$ cat src/rtl/sine_sample_analyzer.sv
// rtl/sine_sample_analyzer.sv - period and peak analyzer for an offset-binary sine sample stream
module sine_sample_analyzer #(
  parameter int MID      = 128,
  parameter int HYST     = 4,
  parameter int PERIOD_W = 16
) (
  input  logic                clk,
  input  logic                rst,
  input  logic                sample_valid,
  input  logic [7:0]          sample,
  output logic [PERIOD_W-1:0] period,
  output logic [7:0]          amp_max,
  output logic [7:0]          amp_min,
  output logic                meas_valid,
  output logic                locked,
  output logic                overflow
);

  // Thresholds kept at 9 bits so MID +/- HYST never wraps at the code extremes
  localparam logic [8:0]          HI_TH   = 9'(MID + HYST);
  localparam logic [8:0]          LO_TH   = 9'(MID - HYST);
  localparam logic [PERIOD_W-1:0] CNT_ONE = PERIOD_W'(1);
  localparam logic [PERIOD_W-1:0] CNT_MAX = {PERIOD_W{1'b1}};

  typedef enum logic [1:0] {
    ACQUIRE = 2'd0,
    WAIT_LO = 2'd1,
    WAIT_HI = 2'd2
  } state_e;

  state_e              state_q, state_d;
  logic [PERIOD_W-1:0] cnt_q, cnt_d;
  logic [7:0]          run_max_q, run_max_d;
  logic [7:0]          run_min_q, run_min_d;
  logic                first_seen_q, first_seen_d;
  logic [PERIOD_W-1:0] period_q, period_d;
  logic [7:0]          amp_max_q, amp_max_d;
  logic [7:0]          amp_min_q, amp_min_d;
  logic                meas_valid_q, meas_valid_d;
  logic                locked_q, locked_d;
  logic                overflow_q, overflow_d;

  logic [8:0]          sample_ext;
  logic                is_hi;
  logic                is_lo;
  logic                crossing;
  logic                count_ev;
  logic                sat;
  logic [PERIOD_W-1:0] cnt_inc;

  assign sample_ext = {1'b0, sample};
  assign is_hi      = (sample_ext >= HI_TH);
  assign is_lo      = (sample_ext <= LO_TH);
  // A rising crossing is an accepted HI sample once the LO side has been seen
  assign crossing   = sample_valid && (state_q == WAIT_HI) && is_hi;
  // Samples between crossings only count once a reference crossing exists
  assign count_ev   = sample_valid && !crossing && first_seen_q;
  assign cnt_inc    = cnt_q + CNT_ONE;
  assign sat        = count_ev && (cnt_inc == CNT_MAX);

  // State register
  always_ff @(posedge clk or negedge rst) begin
    if (!rst) state_q <= ACQUIRE;
    else      state_q <= state_d;
  end

  // Next-state: saturation restarts acquisition, midband samples never move the FSM
  always_comb begin
    state_d = state_q;
    if (sat) begin
      state_d = ACQUIRE;
    end else if (sample_valid) begin
      case (state_q)
        ACQUIRE: state_d = WAIT_LO;
        WAIT_LO: if (is_lo) state_d = WAIT_HI;
        WAIT_HI: if (is_hi) state_d = WAIT_LO;
        default: state_d = ACQUIRE;
      endcase
    end
  end

  // Datapath next values: period counting, running peaks, publish and overflow pulses
  always_comb begin
    cnt_d        = cnt_q;
    run_max_d    = run_max_q;
    run_min_d    = run_min_q;
    first_seen_d = first_seen_q;
    period_d     = period_q;
    amp_max_d    = amp_max_q;
    amp_min_d    = amp_min_q;
    locked_d     = locked_q;
    meas_valid_d = 1'b0;
    overflow_d   = 1'b0;
    if (crossing) begin
      if (first_seen_q) begin
        period_d     = cnt_inc;
        amp_max_d    = run_max_q;
        amp_min_d    = run_min_q;
        meas_valid_d = 1'b1;
        locked_d     = 1'b1;
      end
      cnt_d        = '0;
      run_max_d    = sample;
      run_min_d    = sample;
      first_seen_d = 1'b1;
    end else if (sat) begin
      overflow_d   = 1'b1;
      locked_d     = 1'b0;
      first_seen_d = 1'b0;
      cnt_d        = '0;
    end else if (count_ev) begin
      cnt_d = cnt_inc;
      if (sample > run_max_q) run_max_d = sample;
      if (sample < run_min_q) run_min_d = sample;
    end
  end

  // Datapath registers
  always_ff @(posedge clk or negedge rst) begin
    if (!rst) begin
      cnt_q        <= '0;
      run_max_q    <= 8'h00;
      run_min_q    <= 8'hFF;
      first_seen_q <= 1'b0;
      period_q     <= '0;
      amp_max_q    <= 8'h00;
      amp_min_q    <= 8'hFF;
      meas_valid_q <= 1'b0;
      locked_q     <= 1'b0;
      overflow_q   <= 1'b0;
    end else begin
      cnt_q        <= cnt_d;
      run_max_q    <= run_max_d;
      run_min_q    <= run_min_d;
      first_seen_q <= first_seen_d;
      period_q     <= period_d;
      amp_max_q    <= amp_max_d;
      amp_min_q    <= amp_min_d;
      meas_valid_q <= meas_valid_d;
      locked_q     <= locked_d;
      overflow_q   <= overflow_d;
    end
  end

  assign period     = period_q;
  assign amp_max    = amp_max_q;
  assign amp_min    = amp_min_q;
  assign meas_valid = meas_valid_q;
  assign locked     = locked_q;
  assign overflow   = overflow_q;

endmodule

$ cat config.mk
export PLATFORM = sky130hd
export DESIGN_NAME = sine_sample_analyzer
export DESIGN_NICKNAME = d
export VERILOG_FILES = /design/src/rtl/sine_sample_analyzer.sv
export SDC_FILE = /design/constraint.sdc
export NUM_CORES = 1
export LEC_CHECK = 0
export CAP_MARGIN = 5
export CORE_MARGIN = 5
export CORE_UTILIZATION = 45
export CTS_CLUSTER_DIAMETER = 80
export DETAILED_ROUTE_END_ITERATION = 8
export DONT_BUFFER_PORTS = 1
export SLEW_MARGIN = 0
export SYNTH_ARGS = -nofsm -noshare
export SYNTH_HDL_FRONTEND = slang
export SYNTH_SLANG_ARGS = --single-unit
$ cat constraint.sdc
create_clock -name clk -period 2.3 [get_ports clk]
set_input_delay 0.23 -clock clk [delete_from_list [all_inputs] [get_ports clk]]
set_output_delay 0.23 -clock clk [all_outputs]
set_load 0.02 [all_outputs]
==> metrics.yaml <==
p_leak_nw: 2.15
hp-class: "in2reg"
synth_edf_count: 0
drv_slew: 0
reg2reg_depth: 8
crit_type: "reg2reg"
cts_root_buffer: "clkbuf_8"
grt_use_total_pct: 20.7
peakVddDrop_uv: 512
cp.required_ns: 2.54
die_w_um: 105
ys_seq_area_share_pct: 43.2
clock_sinks: 70
fin_setup_tns_ns: -0.0675
worstSetupEndpointType: "register"
grt_pass1_wl_um: 18100
crit_path_cell_trace: "ha_4 -> nand3_4 -> nor3_4 -> or4_4 -> a2111o_1 -> buf_6 -> a221oi_4 -> o31ai_1"
path_delay_family: "compound AO/OA/AOI/OAI gates"
place_ws_ns: -0.144
final_cell_mix: "56 x nand2_1, 52 x dfrtp_1, 49 x buf_4"
stdcell_count: 591
arrival_ns: 2.56
synth_area_per_cell_um2: 9.57
start_util_pct: 46.5
holdPathStages: 2
wl_per_cell_um: 18.9
syn_to_final_growth_pct: 24.4
hp-start: "sample_valid"
critPathBufInv: 1
portBuffers: 0
antennaDiodeCount: 0
io_pins: 46
num_vias: 3498
ys.flop_type: "dfrtp_1"
place_area_mm2: 0.00454
violations: "setup timing"
syn_nets: 456
synthArstFlopShare_pct: 100
reg2reg_from: "cnt_q[1]"
cts-buffers-inserted: 9
rrSetupSlack_ns: -0.02
syn_inst: 428
clockBufferDepth: 2
fin_area_mm2: 0.00510
num-nets-final: 506
hold_viol: 0
cts_tree: "done"
drt_iter0_drc: 199
netlist_area_mm2: 0.00410
slew_headroom_pct: 64.4
yosys_warnings: 0
whs_endpoint: "state_q[0]"
rsz0062_at_grt: "yes"
critPathMaxStageDelay_ns: 0.52
place_inst: 560
viasPerCell: 5.92
die-area_mm2: 0.0111
grt_max_degree: 71
globalplace.congestion: 0.863
maxCapViolCount: 0
fin_ws_ns: -0.0191
routed_wl_um: 11200
worst_path_max_delay_cell: "or4_4"
clk_latency_ns: 0.36
cp_max_fo: 7
synth_cell_type_count: 68
synth-xor-area-share_pct: 2.78
outcome: "finished, violations left"
setup_violations: 6
worst_pin_slew_ns: 0.532
fmax_mhz: 431
synth_fa_ha_area_share_pct: 5.19
power_mw: 5.33
synth_compound_area_share_pct: 21.0
ys_ff_latch: 70
synth_top_family_by_area: "compound AO/OA/AOI/OAI gates"
route.detailed.drc: 0
hpwlAfterDp_um: 7800
period_minus_slack_ns: 2.32
clock-skew-final_ns: 0.0122
drtPass1Iterations: 5
layout_commonest_cell: "nand2_1"
core_area_mm2: 0.00881
core.rowCount: 34
startpoint_type: "register"
h-tree-depth: 3
synth.area.mux_share_pct: 3.97
power_density_mw_per_mm2: 1050
ant_nets: 0
grt_pass1_vias: 3462
die_h_um: 105
reg2reg_to: "cnt_q[13]"
post-route-period-util_pct: 101
antenna_found_initial: 0
grt.overflow.total: 0
yosys.area_share.simple_pct: 18.6
clk_pin_slew_worst_paths_ns: 0.08
drive_gt1_share_pct: 29.0
synth_stat cells (4+ instances only):
cell type / number / share of area, %
a21oi_1: 11 / 1.3
nor3_1: 11 / 1.3
buf_2: 4 / 0.49
a21o_1: 5 / 0.92
nor2_1: 11 / 1.0
dfstp_2: 16 / 10
o21ai_0: 41 / 5.0
ha_1: 17 / 5.2
o31ai_1: 7 / 1.3
mux2_4: 7 / 2.6
o21ai_1: 11 / 1.3
nand3_1: 9 / 1.1
nor2b_1: 4 / 0.61
dfrtp_1: 54 / 33
a211oi_1: 4 / 0.73
nand4_1: 11 / 1.7
xor2_1: 10 / 2.1
a32oi_1: 8 / 1.7
inv_1: 20 / 1.8
clkbuf_1: 14 / 1.3
buf_4: 4 / 0.73
nand2_1: 57 / 5.2
and3_1: 11 / 1.7
and2_1: 4 / 0.61
a221oi_1: 5 / 1.1
a22oi_1: 6 / 1.1
or3_1: 7 / 1.1
per-layer routing:
metal	wire (um)	share of wire, %	track usage, %
met3	724	6.5	4.52
met2	4960	44	30.9
met4	155	1.4	7.40
met1	5320	48	29.5
met5	0	0	0
area by class of cell:
type	instances	area, um^2
Fill cell	771	3710
Multi-Input combinational cell	312	2310
Sequential cell	70	1770
Timing Repair Buffer	65	581
Tap cell	108	135
Clock buffer	9	124
Clock inverter	7	97.6
Inverter	20	77.6
worst max path at each step:
| stage | startpoint | end | depth (start not counted) |
|---|---|---|---|
| floorplan | cnt_q[0] | run_max_q[0] | 8 |
| global placement | cnt_q[0] | state_q[0] | 9 |
| detailed placement | cnt_q[0] | cnt_q[3] | 10 |
| CTS | cnt_q[4] | run_max_q[0] | 7 |
| global route | cnt_q[1] | cnt_q[11] | 8 |
| finish | cnt_q[1] | cnt_q[13] | 8 |
timing repair:
action	in CTS	in global routing
hold buffers	9	0
hold endpoints to repair	82	0
endpoints found under the setup margin	30	30
pin swaps	6	4
resized for setup	15	14
setup buffers	4	4
state kept, by name, indices dropped and copies added (netlist names), 2 cells and up:
| name | flops |
|---|---|
| amp_max | 8 |
| run_max_q | 8 |
| run_min_q | 8 |
| period | 16 |
| state_q | 2 |
| amp_min | 8 |
| cnt_q | 16 |
stage by stage:
stage / hold WS, ns / utilization [%]
floorplan: -0.0656 / -
global placement: -0.0635 / 51.5
detailed placement: -0.0626 / 51.5
CTS: 0.000361 / 56.6
global route: 0.00407 / 57.9
finish: 0.0135 / 57.9
logic make-up (layout without fill, tap and decap cells):
kind of cell	count (synthesis)	after routing
adders and majority gates	17	17
AOI/OAI and AO/OA	125	125
xor gates and xnor gates	13	13
buffers and inverters	46	101
muxes	12	12
and+or+nand+nor	145	145
DFF	70	70
where the power goes:
part / internal (mW) / switching [mW] / total, mW
combinational: 0.930 / 1.09 / 2.02
clock: 0.614 / 0.518 / 1.13
sequential: 1.68 / 0.504 / 2.19
Power figures use the tool's default switching activity.
